[config.mk]
export PLATFORM = sky130hd
export DESIGN_NAME = mult_share_arbiter
export DESIGN_NICKNAME = d
export VERILOG_FILES = /design/src/rtl/mult_share_arbiter.sv
export SDC_FILE = /design/constraint.sdc
export NUM_CORES = 1
export LEC_CHECK = 0
export BUFFER_PORTS_ARGS = -buffer_cell sky130_fd_sc_hd__buf_2
export CELL_PAD_IN_SITES_DETAIL_PLACEMENT = 1
export CELL_PAD_IN_SITES_GLOBAL_PLACEMENT = 2
export CORE_UTILIZATION = 30
export CTS_CLUSTER_SIZE = 12
export DETAILED_ROUTE_END_ITERATION = 16
export HOLD_SLACK_MARGIN = 0.02
export MAX_ROUTING_LAYER = met4
export PLACE_DENSITY_LB_ADDON = 0.1
export SLEW_MARGIN = 20
export SYNTH_ARGS = -nofsm -noshare
export SYNTH_HDL_FRONTEND = slang
export SYNTH_SLANG_ARGS = --single-unit
[constraint.sdc]
create_clock -name clk -period 2.9 [get_ports clk]
set_clock_uncertainty 0.2 [all_clocks]
set_input_delay 0 -clock clk [delete_from_list [all_inputs] [get_ports clk]]
set_output_delay 0 -clock clk [all_outputs]
set_load 0.005 [all_outputs]
[src/rtl/mult_share_arbiter.sv]
// Round-robin arbiter sharing one unsigned BITS x BITS multiplier among
// NREQ requesters. One operation in flight: grant, wait MULT_LAT cycles for
// the external multiplier, then hold the tagged product until it is accepted.
//
// state | meaning
// IDLE  | no operation in flight; grants the next requester in round-robin order
// WAIT  | operands held on mult_a/mult_b; counter runs down the multiplier latency
// RESP  | product and requester id held on resp_* until resp_ready
module mult_share_arbiter #(
  parameter int BITS     = 4,
  parameter int NREQ     = 4,
  parameter int MULT_LAT = 2
) (
  input  logic                       clk,
  input  logic                       rst,
  input  logic [NREQ-1:0]            req_valid,
  input  logic [NREQ*BITS-1:0]       req_a,
  input  logic [NREQ*BITS-1:0]       req_b,
  output logic [NREQ-1:0]            req_ready,
  output logic [BITS-1:0]            mult_a,
  output logic [BITS-1:0]            mult_b,
  input  logic [2*BITS-1:0]          mult_p,
  output logic                       resp_valid,
  output logic [$clog2(NREQ)-1:0]    resp_id,
  output logic [2*BITS-1:0]          resp_p,
  input  logic                       resp_ready,
  output logic                       busy
);

  localparam int IDW = $clog2(NREQ);
  // Counter only needs to hold MULT_LAT-1; keep at least one bit.
  localparam int CW  = (MULT_LAT > 1) ? $clog2(MULT_LAT) : 1;

  typedef enum logic [1:0] {
    IDLE = 2'd0,
    WAIT = 2'd1,
    RESP = 2'd2
  } state_t;

  state_t           state;
  logic [IDW-1:0]   ptr;
  logic [IDW-1:0]   id_q;
  logic [CW-1:0]    cnt;

  logic             lo_found;
  logic             hi_found;
  logic [IDW-1:0]   lo_idx;
  logic [IDW-1:0]   hi_idx;
  logic [BITS-1:0]  lo_a;
  logic [BITS-1:0]  lo_b;
  logic [BITS-1:0]  hi_a;
  logic [BITS-1:0]  hi_b;

  logic             gnt_found;
  logic [IDW-1:0]   gnt_idx;
  logic [BITS-1:0]  gnt_a;
  logic [BITS-1:0]  gnt_b;
  logic [IDW-1:0]   ptr_next;

  // Round-robin pick: lowest requester at or above the pointer, otherwise
  // wrap around to the lowest requester overall. The descending loop leaves
  // the lowest matching index in each candidate.
  always_comb begin
    lo_found = 1'b0;
    hi_found = 1'b0;
    lo_idx   = '0;
    hi_idx   = '0;
    lo_a     = '0;
    lo_b     = '0;
    hi_a     = '0;
    hi_b     = '0;
    for (int i = NREQ - 1; i >= 0; i--) begin
      if (req_valid[i]) begin
        lo_found = 1'b1;
        lo_idx   = IDW'(i);
        lo_a     = req_a[i*BITS +: BITS];
        lo_b     = req_b[i*BITS +: BITS];
        if (IDW'(i) >= ptr) begin
          hi_found = 1'b1;
          hi_idx   = IDW'(i);
          hi_a     = req_a[i*BITS +: BITS];
          hi_b     = req_b[i*BITS +: BITS];
        end
      end
    end
    gnt_found = lo_found;
    gnt_idx   = hi_found ? hi_idx : lo_idx;
    gnt_a     = hi_found ? hi_a   : lo_a;
    gnt_b     = hi_found ? hi_b   : lo_b;
    ptr_next  = (gnt_idx == IDW'(NREQ - 1)) ? '0 : gnt_idx + IDW'(1);
  end

  // One-hot accept strobe, only while IDLE and out of reset.
  always_comb begin
    req_ready = '0;
    if (state == IDLE && gnt_found && !rst) begin
      req_ready[gnt_idx] = 1'b1;
    end
  end

  assign busy = (state != IDLE);

  // Sequencer: grant, hold operands for the multiplier latency, present result.
  always_ff @(posedge clk or posedge rst) begin
    if (rst) begin
      state      <= IDLE;
      ptr        <= '0;
      id_q       <= '0;
      cnt        <= '0;
      mult_a     <= '0;
      mult_b     <= '0;
      resp_valid <= 1'b0;
      resp_id    <= '0;
      resp_p     <= '0;
    end else begin
      case (state)
        IDLE: begin
          if (gnt_found) begin
            mult_a <= gnt_a;
            mult_b <= gnt_b;
            id_q   <= gnt_idx;
            ptr    <= ptr_next;
            cnt    <= CW'(MULT_LAT - 1);
            state  <= WAIT;
          end
        end
        WAIT: begin
          if (cnt == '0) begin
            resp_p     <= mult_p;
            resp_id    <= id_q;
            resp_valid <= 1'b1;
            state      <= RESP;
          end else begin
            cnt <= cnt - CW'(1);
          end
        end
        RESP: begin
          if (resp_ready) begin
            resp_valid <= 1'b0;
            state      <= IDLE;
          end
        end
        default: begin
          state <= IDLE;
        end
      endcase
    end
  end

endmodule

Yosys cells after proc, flatten, opt, wreduce, memory -nomap -nowiden
Cells that the tools add are included.
Widths: inputs -> output; s select.
{"block": "op_classes", "n_bitwise": 1, "n_lt_le_gt_ge": 6, "mux": 65, "n_reduce_logical": 13, "n_addsub": 2, "eq_ne": 6}
{"cell": "$mux 4", "count": 27}
{"cell": "$mux 2", "count": 17}
{"cell": "$mux 1", "count": 17}
{"cell": "$ne 2x2->1 const B", "count": 3}
{"cell": "$pmux 2 s3", "count": 1}
{"cell": "$reduce_and 2->1", "count": 3}
{"cell": "$reduce_and 3->1", "count": 2}
{"cell": "$reduce_bool 2->1", "count": 3}
{"cell": "$eq 2x2->1 const B", "count": 2}
{"cell": "$ge 1x2->1 const A", "count": 2}
{"cell": "$ge 2x2->1 const A", "count": 2}
{"cell": "$pmux 1 s2", "count": 2}
{"cell": "$logic_and 1x1->1", "count": 3}
{"cell": "$lt 2x3->1 const B", "count": 1}
{"cell": "$add 2x1->2 const B", "count": 1}
{"cell": "$demux 1 s2", "count": 1}
{"cell": "$eq 2x1->1 const B", "count": 1}
{"cell": "$ge 2x1->1 const B", "count": 1}
{"cell": "$logic_not 2->1", "count": 1}
{"cell": "$logic_not 1->1", "count": 1}
{"cell": "$not 1->1", "count": 1}
{"cell": "$sub 1x1->1 const B", "count": 1}
{"block": "totals", "input_bits": 47, "elab_cells": 102, "regBits": 26}

Depth between registers and ports, before layout
Gate-level depths: netlist of the first run.
{"block": "depth", "depth_word": 15, "depth_mapped": 9}

Worst setup path after synthesis of the first run
No wires, ideal clock.
{"block": "synth_path", "path_type": "reg-to-reg", "start": "register ptr[0]", "end": "register ptr[1]", "path_slack_ps": 1040, "path_stages_with_launch": 9, "arrival_time_ps": 1543, "cell_sequence": "dfrtp_1 -> nand2b_2 -> buf_6 -> nor2b_1 -> o22ai_1 -> inv_1 -> ha_1 -> nand2_1 -> nand2_1"}
{"block": "synth_between", "elab_chain_len": 12}
{"element": "start: declaration", "line": "41", "source": "logic [IDW-1:0] ptr;"}
{"element": "start signal: assignment", "line": "122", "source": "ptr <= ptr_next;"}
{"element": "$ge 2x2->1", "line": "78", "source": "if (IDW'(i) >= ptr) begin"}
{"element": "$mux 2 / $mux 1 (equally long branches)", "line": "78"}
{"element": "$mux 2 / $mux 1 (equally long branches)", "line": "73", "source": "if (req_valid[i]) begin"}
{"element": "$mux 2 / $mux 1 (equally long branches)", "line": "78"}
{"element": "$mux 2 / $mux 1 (equally long branches)", "line": "73"}
{"element": "$mux 2 / $mux 1 (equally long branches)", "line": "78"}
{"element": "$mux 2 / $mux 1 (equally long branches)", "line": "73"}
{"element": "$mux 2 / $mux 1 (equally long branches)", "line": "78"}
{"element": "$mux 2 / $mux 1 (equally long branches)", "line": "73"}
{"element": "$mux 2 *", "line": "87", "source": "gnt_idx = hi_found ? hi_idx : lo_idx;"}
{"element": "net gnt_idx[1]", "line": "55", "source": "logic [IDW-1:0] gnt_idx;"}
{"element": "$add 2x1->2 / $eq 2x2->1 (equally long branches)", "line": "90", "source": "ptr_next = (gnt_idx == IDW'(NREQ - 1)) ? '0 : gnt_idx + IDW'(1);"}
{"element": "$mux 2 *", "line": "90"}
{"element": "net ptr_next[1]", "line": "58", "source": "logic [IDW-1:0] ptr_next;"}
The timed path passes the listed nets; every way through them passes the cells marked *.
A chain may end at the register's enable or synchronous reset.

Worst setup path in the final report of the first run
{"block": "layout_path", "start": "register ptr[1]", "end": "register mult_a[2]"}
{"block": "layout_between", "elab_chain_len": 10}
{"element": "$ge 2x2->1", "line": "78"}
{"element": "$mux 4 / $mux 1 (equally long branches)", "line": "78"}
{"element": "$mux 4 / $mux 1 (equally long branches)", "line": "73"}
{"element": "$mux 4 / $mux 1 (equally long branches)", "line": "78"}
{"element": "$mux 4 / $mux 1 (equally long branches)", "line": "73"}
{"element": "$mux 4 / $mux 1 (equally long branches)", "line": "78"}
{"element": "$mux 4 / $mux 1 (equally long branches)", "line": "73"}
{"element": "$mux 4 / $mux 1 (equally long branches)", "line": "78"}
{"element": "$mux 4 / $mux 1 (equally long branches)", "line": "73"}
{"element": "$mux 4 *", "line": "88", "source": "gnt_a = hi_found ? hi_a : lo_a;"}
{"element": "end signal: assignment", "line": "119", "source": "mult_a <= gnt_a;"}
{"element": "end: declaration", "line": "20", "source": "output logic [BITS-1:0] mult_a,"}
Mark *: on every way between the ends. The rest lies on a longest branch, timed or not.

==> results of run 1 <==
## power groups by stage
stage	clock network, uW	logic, uW	registers, uW
after floorplan	0	783	654
after global placement	0	1020	693
after detailed placement	0	1020	711
after CTS	208	1070	702
after global routing	216	1190	731
final	198	1050	696
## critical path: stages, from the launching register on
cell and delay [ns]:
sky130_fd_sc_hd__dfrtp_1 0.78, sky130_fd_sc_hd__buf_4 0.28, sky130_fd_sc_hd__nor2b_4 0.05, sky130_fd_sc_hd__o21bai_1 0.14
sky130_fd_sc_hd__nand2_1 0.21, sky130_fd_sc_hd__o21ai_0 0.28, sky130_fd_sc_hd__o22a_1 0.16, sky130_fd_sc_hd__dlygate4sd3_1 0.54
## through the flow
stage	area (um^2)	hold slack, ns	instances
floorplan	1910	-0.139	218
global placement	2230	-0.112	349
detailed placement	2230	-0.109	349
CTS	2470	0.0294	372
global route	2470	0.0779	372
finish	2470	0.0258	372
## cells by family after synthesis
group / Yosys count / synth area share [%]
flip-flops: 26 / 34.1
adder cells (fa/ha/maj): 4 / 2.62
AND/OR/NAND/NOR: 68 / 16.3
buffers and inverters: 25 / 9.18
multiplexers: 10 / 5.90
AO/OA/AOI/OAI: 85 / 31.9
## registers in the layout, indices dropped and copies added, names as in the netlist
register,count
cnt,1
id_q,2
state,2
ptr,2
resp_valid,1
mult_b,4
mult_a,4
resp_id,2
resp_p,8
## layout by cell type, fill, tap and decap left out, types with 8 or more instances in the layout
master and count:
sky130_fd_sc_hd__inv_1 8, sky130_fd_sc_hd__buf_2 70, sky130_fd_sc_hd__o22ai_1 9, sky130_fd_sc_hd__dfrtp_1 26
sky130_fd_sc_hd__dlygate4sd3_1 20, sky130_fd_sc_hd__nand2_1 43, sky130_fd_sc_hd__a21oi_1 18, sky130_fd_sc_hd__mux2_2 10
## per-layer routing
layer / vias to the layer above / track usage, % / wire length [um]
met1: 858 / 23.1 / 2620
met2: 54 / 29.5 / 2600
met5: - / - / 0
li1: 948 / - / -
met3: 2 / 1.11 / 286
met4: 0 / 4.21 / 34
## cell type report
class / instances / area, um^2
fill: 765 / 3550
multi-input combinational: 167 / 1080
sequential: 26 / 651
timing repair buffer: 93 / 573
tap: 75 / 93.8
clock buffer: 3 / 41.3
inverter: 8 / 30.0
## path summary, 6_finish.rpt
path                                       start                    end  slack (ns)  cells past startpoint
setup / recovery              ptr[1]$_DFFE_PP0N_  mult_a[2]$_DFFE_PP0N_        0.21                      7
hold / removal                          req_a[7]  mult_a[3]$_DFFE_PP0N_        0.03                      4
setup reg to reg              ptr[1]$_DFFE_PP0N_  mult_a[2]$_DFFE_PP0N_        0.21                      7
hold reg to reg            mult_a[3]$_DFFE_PP0N_  mult_a[3]$_DFFE_PP0N_        0.29                      2
max in group asynchronous                    rst  resp_p[3]$_DFFE_PP0P_        2.10                      4
min in group asynchronous                    rst  resp_p[5]$_DFFE_PP0P_        0.14                      4
==> metrics.txt, run 1 <==
# TYPE chip_impl_metric gauge
chip_impl_metric{name="final.min_clock_period",unit="ns"} 2.69
chip_impl_metric{name="vdd_ir_drop_max",unit="uV"} 329
chip_impl_metric{name="synth_area_per_cell",unit="um^2"} 8.75
chip_impl_metric{name="worst-endpoint-required",unit="ns"} 2.90
chip_impl_metric{name="p_sw_share",unit="%"} 39.7
chip_impl_metric{name="routed_wirelength",unit="um"} 5540
chip_impl_info{name="unrepaired_setup_endpoints_after_global_routing",value="false"} 1
chip_impl_metric{name="clock_sink_count",unit=""} 26
chip_impl_metric{name="yosys_warnings",unit=""} 0
chip_impl_metric{name="final_net_count",unit=""} 350
chip_impl_metric{name="floorplan.die_area",unit="um^2"} 6680
chip_impl_metric{name="core_area",unit="um^2"} 6030
chip_impl_metric{name="synth.distinct_cells",unit=""} 39
chip_impl_metric{name="synth-edff-count",unit=""} 0
chip_impl_metric{name="p_total",unit="uW"} 1950
chip_impl_metric{name="power_switching",unit="uW"} 772
chip_impl_metric{name="timing.final.hold_violations",unit=""} 0
chip_impl_metric{name="cts_inserted_buffers",unit=""} 3
chip_impl_metric{name="place_worst_setup_slack",unit="ns"} 0.685
chip_impl_info{name="cts_root_buf",value="sky130_fd_sc_hd__clkbuf_8"} 1
chip_impl_metric{name="max_cap_viol_count",unit=""} 0
chip_impl_metric{name="post_drt_via_cell_ratio",unit=""} 5.01
chip_impl_metric{name="grt_max_degree",unit=""} 31
chip_impl_metric{name="slew_of_the_pin_with_the_lowest_slew_margin",unit="ns"} 0.666
chip_impl_metric{name="power.leakage",unit="uW"} 0.00119
chip_impl_metric{name="grt-ovfl-total",unit=""} 0
chip_impl_metric{name="clock_path_buffers",unit=""} 2
chip_impl_info{name="criticalPathCategory",value="flip-flop to flip-flop"} 1
chip_impl_info{name="tritoncts_clock_tree",value="done"} 1
chip_impl_metric{name="postCtsHoldBufs",unit=""} 20
chip_impl_metric{name="final.setup.tns",unit="ns"} 0
chip_impl_metric{name="drv_slew",unit=""} 0
chip_impl_metric{name="part_of_the_total_power_dissipated_in_combinational_logic",unit="%"} 54.1
chip_impl_metric{name="power.share.sequential",unit="%"} 35.8
chip_impl_info{name="synth.largest_area_cell",value="sky130_fd_sc_hd__dfrtp_1"} 1
chip_impl_info{name="hold_class",value="input port to flip-flop"} 1
chip_impl_metric{name="synthCells",unit=""} 218
chip_impl_metric{name="synth-seq-area-share",unit="%"} 34.1
chip_impl_metric{name="vias_in_the_first_global_route",unit=""} 1873
chip_impl_metric{name="cts_post_setup_buffers_inserted",unit=""} 0
chip_impl_metric{name="fp.dieH",unit="um"} 81.8
chip_impl_metric{name="syn_area",unit="um^2"} 1910
chip_impl_metric{name="firstDrtPassIters",unit=""} 4
chip_impl_metric{name="pwr_density_cell",unit="nW/um^2"} 788
chip_impl_metric{name="gr-usage-all-layers",unit="%"} 17.6
chip_impl_metric{name="routabilityCongestion",unit=""} 0.886
chip_impl_metric{name="dr_total_vias",unit=""} 1862
chip_impl_metric{name="share_of_async_settable_or_async_resettable_flops_after_synthesis",unit="%"} 100
chip_impl_metric{name="remaining_antenna_violation_count",unit=""} 0
chip_impl_metric{name="fmax",unit="MHz"} 372
chip_impl_metric{name="internal-power",unit="uW"} 1180
chip_impl_metric{name="die_w",unit="um"} 81.8
chip_impl_metric{name="placement.io_buffers",unit=""} 70
chip_impl_metric{name="postLayoutSetupSlackWorst",unit="ns"} 0.209
chip_impl_metric{name="crit_path_max_fanout",unit=""} 21
chip_impl_metric{name="syn_to_final_growth",unit="%"} 29.5
chip_impl_info{name="yosys_most_used_dff",value="sky130_fd_sc_hd__dfrtp_1"} 1
chip_impl_metric{name="grt_first_pass_wirelength",unit="um"} 8930
chip_impl_metric{name="place.detailed.hpwl",unit="um"} 4280
chip_impl_metric{name="yosys_register_bits",unit=""} 26
chip_impl_metric{name="row_count",unit=""} 28
chip_impl_metric{name="clk_transition_reported_paths",unit="ns"} 0.08
chip_impl_metric{name="antenna_cells",unit=""} 0
chip_impl_metric{name="post-route-util",unit="%"} 41.0
chip_impl_info{name="synth.top_cells.by_count",value="sky130_fd_sc_hd__nand2_1, sky130_fd_sc_hd__dfrtp_1, sky130_fd_sc_hd__a21oi_1, sky130_fd_sc_hd__mux2_2, sky130_fd_sc_hd__o22ai_1"} 1
chip_impl_metric{name="report.final.setup_viol",unit=""} 0
chip_impl_metric{name="residual_drc",unit=""} 0
chip_impl_info{name="synthMostInstantiatedCell",value="sky130_fd_sc_hd__nand2_1"} 1
chip_impl_info{name="run_status",value="complete, no violations"} 1
chip_impl_metric{name="power.clock.fraction",unit="%"} 10.2
chip_impl_metric{name="ioPinCount",unit=""} 71
chip_impl_metric{name="drt-wirelength-per-cell",unit="um"} 14.9
chip_impl_metric{name="synthesis.nets",unit=""} 269
chip_impl_metric{name="ctsResizeCount",unit=""} 0
chip_impl_metric{name="clk-insertion-delay-late",unit="ns"} 0.26
chip_impl_metric{name="dr.first_iter.drc_count",unit=""} 49
chip_impl_metric{name="htreeDepth",unit=""} 1
chip_impl_metric{name="post_route_cells_drive_above_1_share",unit="%"} 32.7
chip_impl_info{name="critPathLaunchType",value="flip-flop"} 1
chip_impl_metric{name="initial_core_util",unit="%"} 31.7
chip_impl_metric{name="antenna_found_initial",unit=""} 0
chip_impl_metric{name="synth_top_area_share",unit="%"} 34.1
chip_impl_metric{name="cp.arrival",unit="ns"} 2.69
chip_impl_metric{name="timing.slew.headroom",unit="%"} 55.6
chip_impl_info{name="end_kind",value="flip-flop"} 1
chip_impl_metric{name="fin_crit_sh",unit="%"} 92.8
chip_impl_info{name="yosys-top-cells-area",value="sky130_fd_sc_hd__dfrtp_1, sky130_fd_sc_hd__nand2_1, sky130_fd_sc_hd__mux2_2"} 1
(Power assumes the default switching activity.)
==> run 2, diff against run 1 <==
--- a/config.mk
+++ b/config.mk
@@ -13,7 +13,7 @@
 export DETAILED_ROUTE_END_ITERATION = 16
 export HOLD_SLACK_MARGIN = 0.02
 export MAX_ROUTING_LAYER = met4
-export PLACE_DENSITY_LB_ADDON = 0.1
+export PLACE_DENSITY = 0.94
 export SLEW_MARGIN = 20
 export SYNTH_ARGS = -nofsm -noshare
 export SYNTH_HDL_FRONTEND = slang
==> run 2 against run 1 <==
  * Critical path depth fell by 2
  * Flip-flop and latch count stayed put
  * Via count up 4.4%
  * Global-route usage is 1.2 points higher
  * Power increased by 6.9%
  * Maximum frequency increased by 2.7%
  * Count of clock-buffer cells in the layout unchanged
  * Worst setup slack improved by 0.071 ns
  * Combinational power about the same
  * Utilization rose by 0.69 points
==> metrics.txt, run 2 (synthesis results as in run 1) <==
# TYPE chip_impl_metric gauge
chip_impl_metric{name="pwr_density_cell",unit="nW/um^2"} 829
chip_impl_info{name="holdPathEnd",value="mult_b[3]$_DFFE_PP0N_"} 1
chip_impl_metric{name="firstDrtPassIters",unit=""} 4
chip_impl_metric{name="vdd_ir_drop_max",unit="uV"} 344
chip_impl_metric{name="worst-endpoint-required",unit="ns"} 2.91
chip_impl_metric{name="max_cap_viol_count",unit=""} 0
chip_impl_metric{name="syn_to_final_growth",unit="%"} 31.7
chip_impl_info{name="unrepaired_setup_endpoints_after_global_routing",value="false"} 1
chip_impl_metric{name="routabilityCongestion",unit=""} 0.820
chip_impl_metric{name="fp.dieH",unit="um"} 81.8
chip_impl_metric{name="fmax",unit="MHz"} 382
chip_impl_metric{name="residual_drc",unit=""} 0
chip_impl_metric{name="post-route-util",unit="%"} 41.7
chip_impl_info{name="layout_top_registers",value="resp_p: 8 flops, mult_a: 4 flops, mult_b: 4 flops"} 1
chip_impl_info{name="layout.cells.most_common_list",value="sky130_fd_sc_hd__buf_2, sky130_fd_sc_hd__nand2_1, sky130_fd_sc_hd__dfrtp_1"} 1
chip_impl_metric{name="placedInstanceArea",unit="um^2"} 2230
chip_impl_metric{name="vias_in_the_first_global_route",unit=""} 2001
chip_impl_metric{name="clk-insertion-delay-late",unit="ns"} 0.27
chip_impl_metric{name="place.detailed.instances",unit=""} 349
chip_impl_metric{name="ioPinCount",unit=""} 71
chip_impl_metric{name="report.final.setup_viol",unit=""} 0
chip_impl_metric{name="antenna_found_initial",unit=""} 0
chip_impl_info{name="hold_class",value="input port to flip-flop"} 1
chip_impl_metric{name="cp.arrival",unit="ns"} 2.63
chip_impl_metric{name="final.min_clock_period",unit="ns"} 2.62
chip_impl_metric{name="final_design_area_no_fill",unit="um^2"} 2510
chip_impl_info{name="regToRegEndpoint",value="mult_a[3]$_DFFE_PP0N_"} 1
chip_impl_metric{name="timing.slew.headroom",unit="%"} 68.3
chip_impl_metric{name="floorplan.die_area",unit="um^2"} 6680
chip_impl_metric{name="placement.io_buffers",unit=""} 70
chip_impl_metric{name="grt-ovfl-total",unit=""} 0
chip_impl_metric{name="worst_path_largest_cell_delay",unit="ns"} 0.59
chip_impl_metric{name="antenna_cells",unit=""} 0
chip_impl_metric{name="core_area",unit="um^2"} 6030
chip_impl_info{name="criticalPathCategory",value="flip-flop to flip-flop"} 1
chip_impl_info{name="worstPathCellList",value="nand2b_2 -> nor2_1 -> a211oi_1 -> o31ai_1 -> dlygate4sd3_1"} 1
chip_impl_metric{name="drv_slew",unit=""} 0
chip_impl_info{name="startpoint_of_the_worst_slack_reg_to_reg_timing_path",value="ptr[0]$_DFFE_PP0N_"} 1
chip_impl_metric{name="post_route_cells_drive_above_1_share",unit="%"} 33.1
chip_impl_metric{name="cts_inserted_buffers",unit=""} 3
chip_impl_metric{name="htreeDepth",unit=""} 1
chip_impl_metric{name="grt_max_degree",unit=""} 29
chip_impl_metric{name="post_drt_via_cell_ratio",unit=""} 5.20
chip_impl_info{name="registers.top_by_ff_count",value="resp_p"} 1
chip_impl_metric{name="crit_path_max_fanout",unit=""} 13
chip_impl_metric{name="timing.final.hold_violations",unit=""} 0
chip_impl_metric{name="holdPathStages",unit=""} 4
chip_impl_info{name="worstHoldStart",value="req_b[7]"} 1
chip_impl_metric{name="slew_of_the_pin_with_the_lowest_slew_margin",unit="ns"} 0.473
chip_impl_metric{name="row_count",unit=""} 28
chip_impl_metric{name="final_net_count",unit=""} 351
chip_impl_metric{name="final.setup.tns",unit="ns"} 0
chip_impl_metric{name="cts_post_setup_buffers_inserted",unit=""} 0
chip_impl_metric{name="power.leakage",unit="uW"} 0.00121
chip_impl_info{name="run_status",value="complete, no violations"} 1
chip_impl_metric{name="dr.first_iter.drc_count",unit=""} 65
chip_impl_metric{name="dr_total_vias",unit=""} 1943
chip_impl_metric{name="postLayoutSetupSlackWorst",unit="ns"} 0.280
chip_impl_metric{name="remaining_antenna_violation_count",unit=""} 0
chip_impl_info{name="mostFrequentLayoutCell",value="sky130_fd_sc_hd__buf_2"} 1
chip_impl_info{name="cts_root_buf",value="sky130_fd_sc_hd__clkbuf_8"} 1
chip_impl_metric{name="r2r.worst_path.cells",unit=""} 5
chip_impl_metric{name="largest_reg_flops",unit=""} 8
chip_impl_metric{name="gr-usage-all-layers",unit="%"} 18.8
chip_impl_metric{name="place_worst_setup_slack",unit="ns"} 0.655
chip_impl_metric{name="drt-wirelength-per-cell",unit="um"} 15.7
chip_impl_info{name="end_kind",value="flip-flop"} 1
chip_impl_info{name="timing.critical_path.slowest_stage_cell",value="sky130_fd_sc_hd__dlygate4sd3_1"} 1
chip_impl_metric{name="r2r_setup_slk",unit="ns"} 0.28
chip_impl_metric{name="die_w",unit="um"} 81.8
chip_impl_info{name="critPathLaunchType",value="flip-flop"} 1
chip_impl_metric{name="clock_sink_count",unit=""} 26
chip_impl_metric{name="place.detailed.hpwl",unit="um"} 4390
chip_impl_metric{name="finish.cell_count_without_fillers",unit=""} 374
chip_impl_metric{name="clk_transition_reported_paths",unit="ns"} 0.09
chip_impl_metric{name="routed_wirelength",unit="um"} 5860
chip_impl_metric{name="clock_path_buffers",unit=""} 2
chip_impl_metric{name="fin_crit_sh",unit="%"} 90.3
chip_impl_metric{name="grt_first_pass_wirelength",unit="um"} 9480
chip_impl_metric{name="initial_core_util",unit="%"} 31.7
chip_impl_info{name="tritoncts_clock_tree",value="done"} 1
run 2: cell types whose count changed in the layout (fill, tap and decap cells not counted):
cell,before,now
sky130_fd_sc_hd__bufinv_16,0,1
sky130_fd_sc_hd__dfrtp_1,26,25
sky130_fd_sc_hd__dfrtp_2,0,1
sky130_fd_sc_hd__dlygate4sd3_1,20,21
run 2: worst max-delay path: cells and delay by family (launching register included):
family	cells	cell delay, ns
and+or+nand+nor	2	0.81
buffers and inverters	1	0.59
DFF	1	0.56
AOI/OAI and AO/OA	2	0.40
run 2: worst max-delay path by stage:
| stage | end | start | slack, ns | cells after the start |
|---|---|---|---|---|
| 3_3_place_gp | ptr[1]$_DFFE_PP0N_ | ptr[0]$_DFFE_PP0N_ | 0.79 | 7 |
| 2_1_floorplan | ptr[1]$_DFFE_PP0N_ | ptr[0]$_DFFE_PP0N_ | 1.04 | 8 |
| 4_1_cts | mult_a[2]$_DFFE_PP0N_ | ptr[1]$_DFFE_PP0N_ | 0.18 | 7 |
| 5_1_grt | mult_a[3]$_DFFE_PP0N_ | ptr[0]$_DFFE_PP0N_ | 0.17 | 5 |
| 3_5_place_dp | mult_b[0]$_DFFE_PP0N_ | ptr[1]$_DFFE_PP0N_ | 0.65 | 6 |
| 6_report | mult_a[3]$_DFFE_PP0N_ | ptr[0]$_DFFE_PP0N_ | 0.28 | 5 |
run 2: cell type report:
| class | instances | area [um^2] |
|---|---|---|
| Fill cell | 748 | 3510 |
| Multi-Input combinational cell | 167 | 1080 |
| Sequential cell | 26 | 652 |
| Timing Repair Buffer | 94 | 583 |
| Tap cell | 75 | 93.8 |
| Clock buffer | 3 | 41.3 |
| Clock inverter | 1 | 30.0 |
| Inverter | 8 | 30.0 |
run 2: power breakdown:
part	switching (uW)	internal [uW]
Sequential	161	544
Clock	119	185
Combinational	520	553
Total	801	1280
run 2: stage by stage:
stage	hold WS (ns)	total power [uW]
floorplan	-0.139	1440
global placement	0.00283	1680
detailed placement	0.0193	1730
CTS	0.0242	2090
global route	0.0657	2260
finish	0.0453	2080
run 2: metal layers:
metal,share of wire [%],GRT usage [%]
met5,0,-
met4,1.5,5.44
met3,3.3,1.33
met2,49,32.5
met1,46,23.3
run 2: repair_timing:
action / CTS / global route
endpoints found under the setup margin: 0 / 2
hold buffers: 21 / 0
endpoints found under the hold margin: 44 / 0
gates resized for setup: 0 / 1
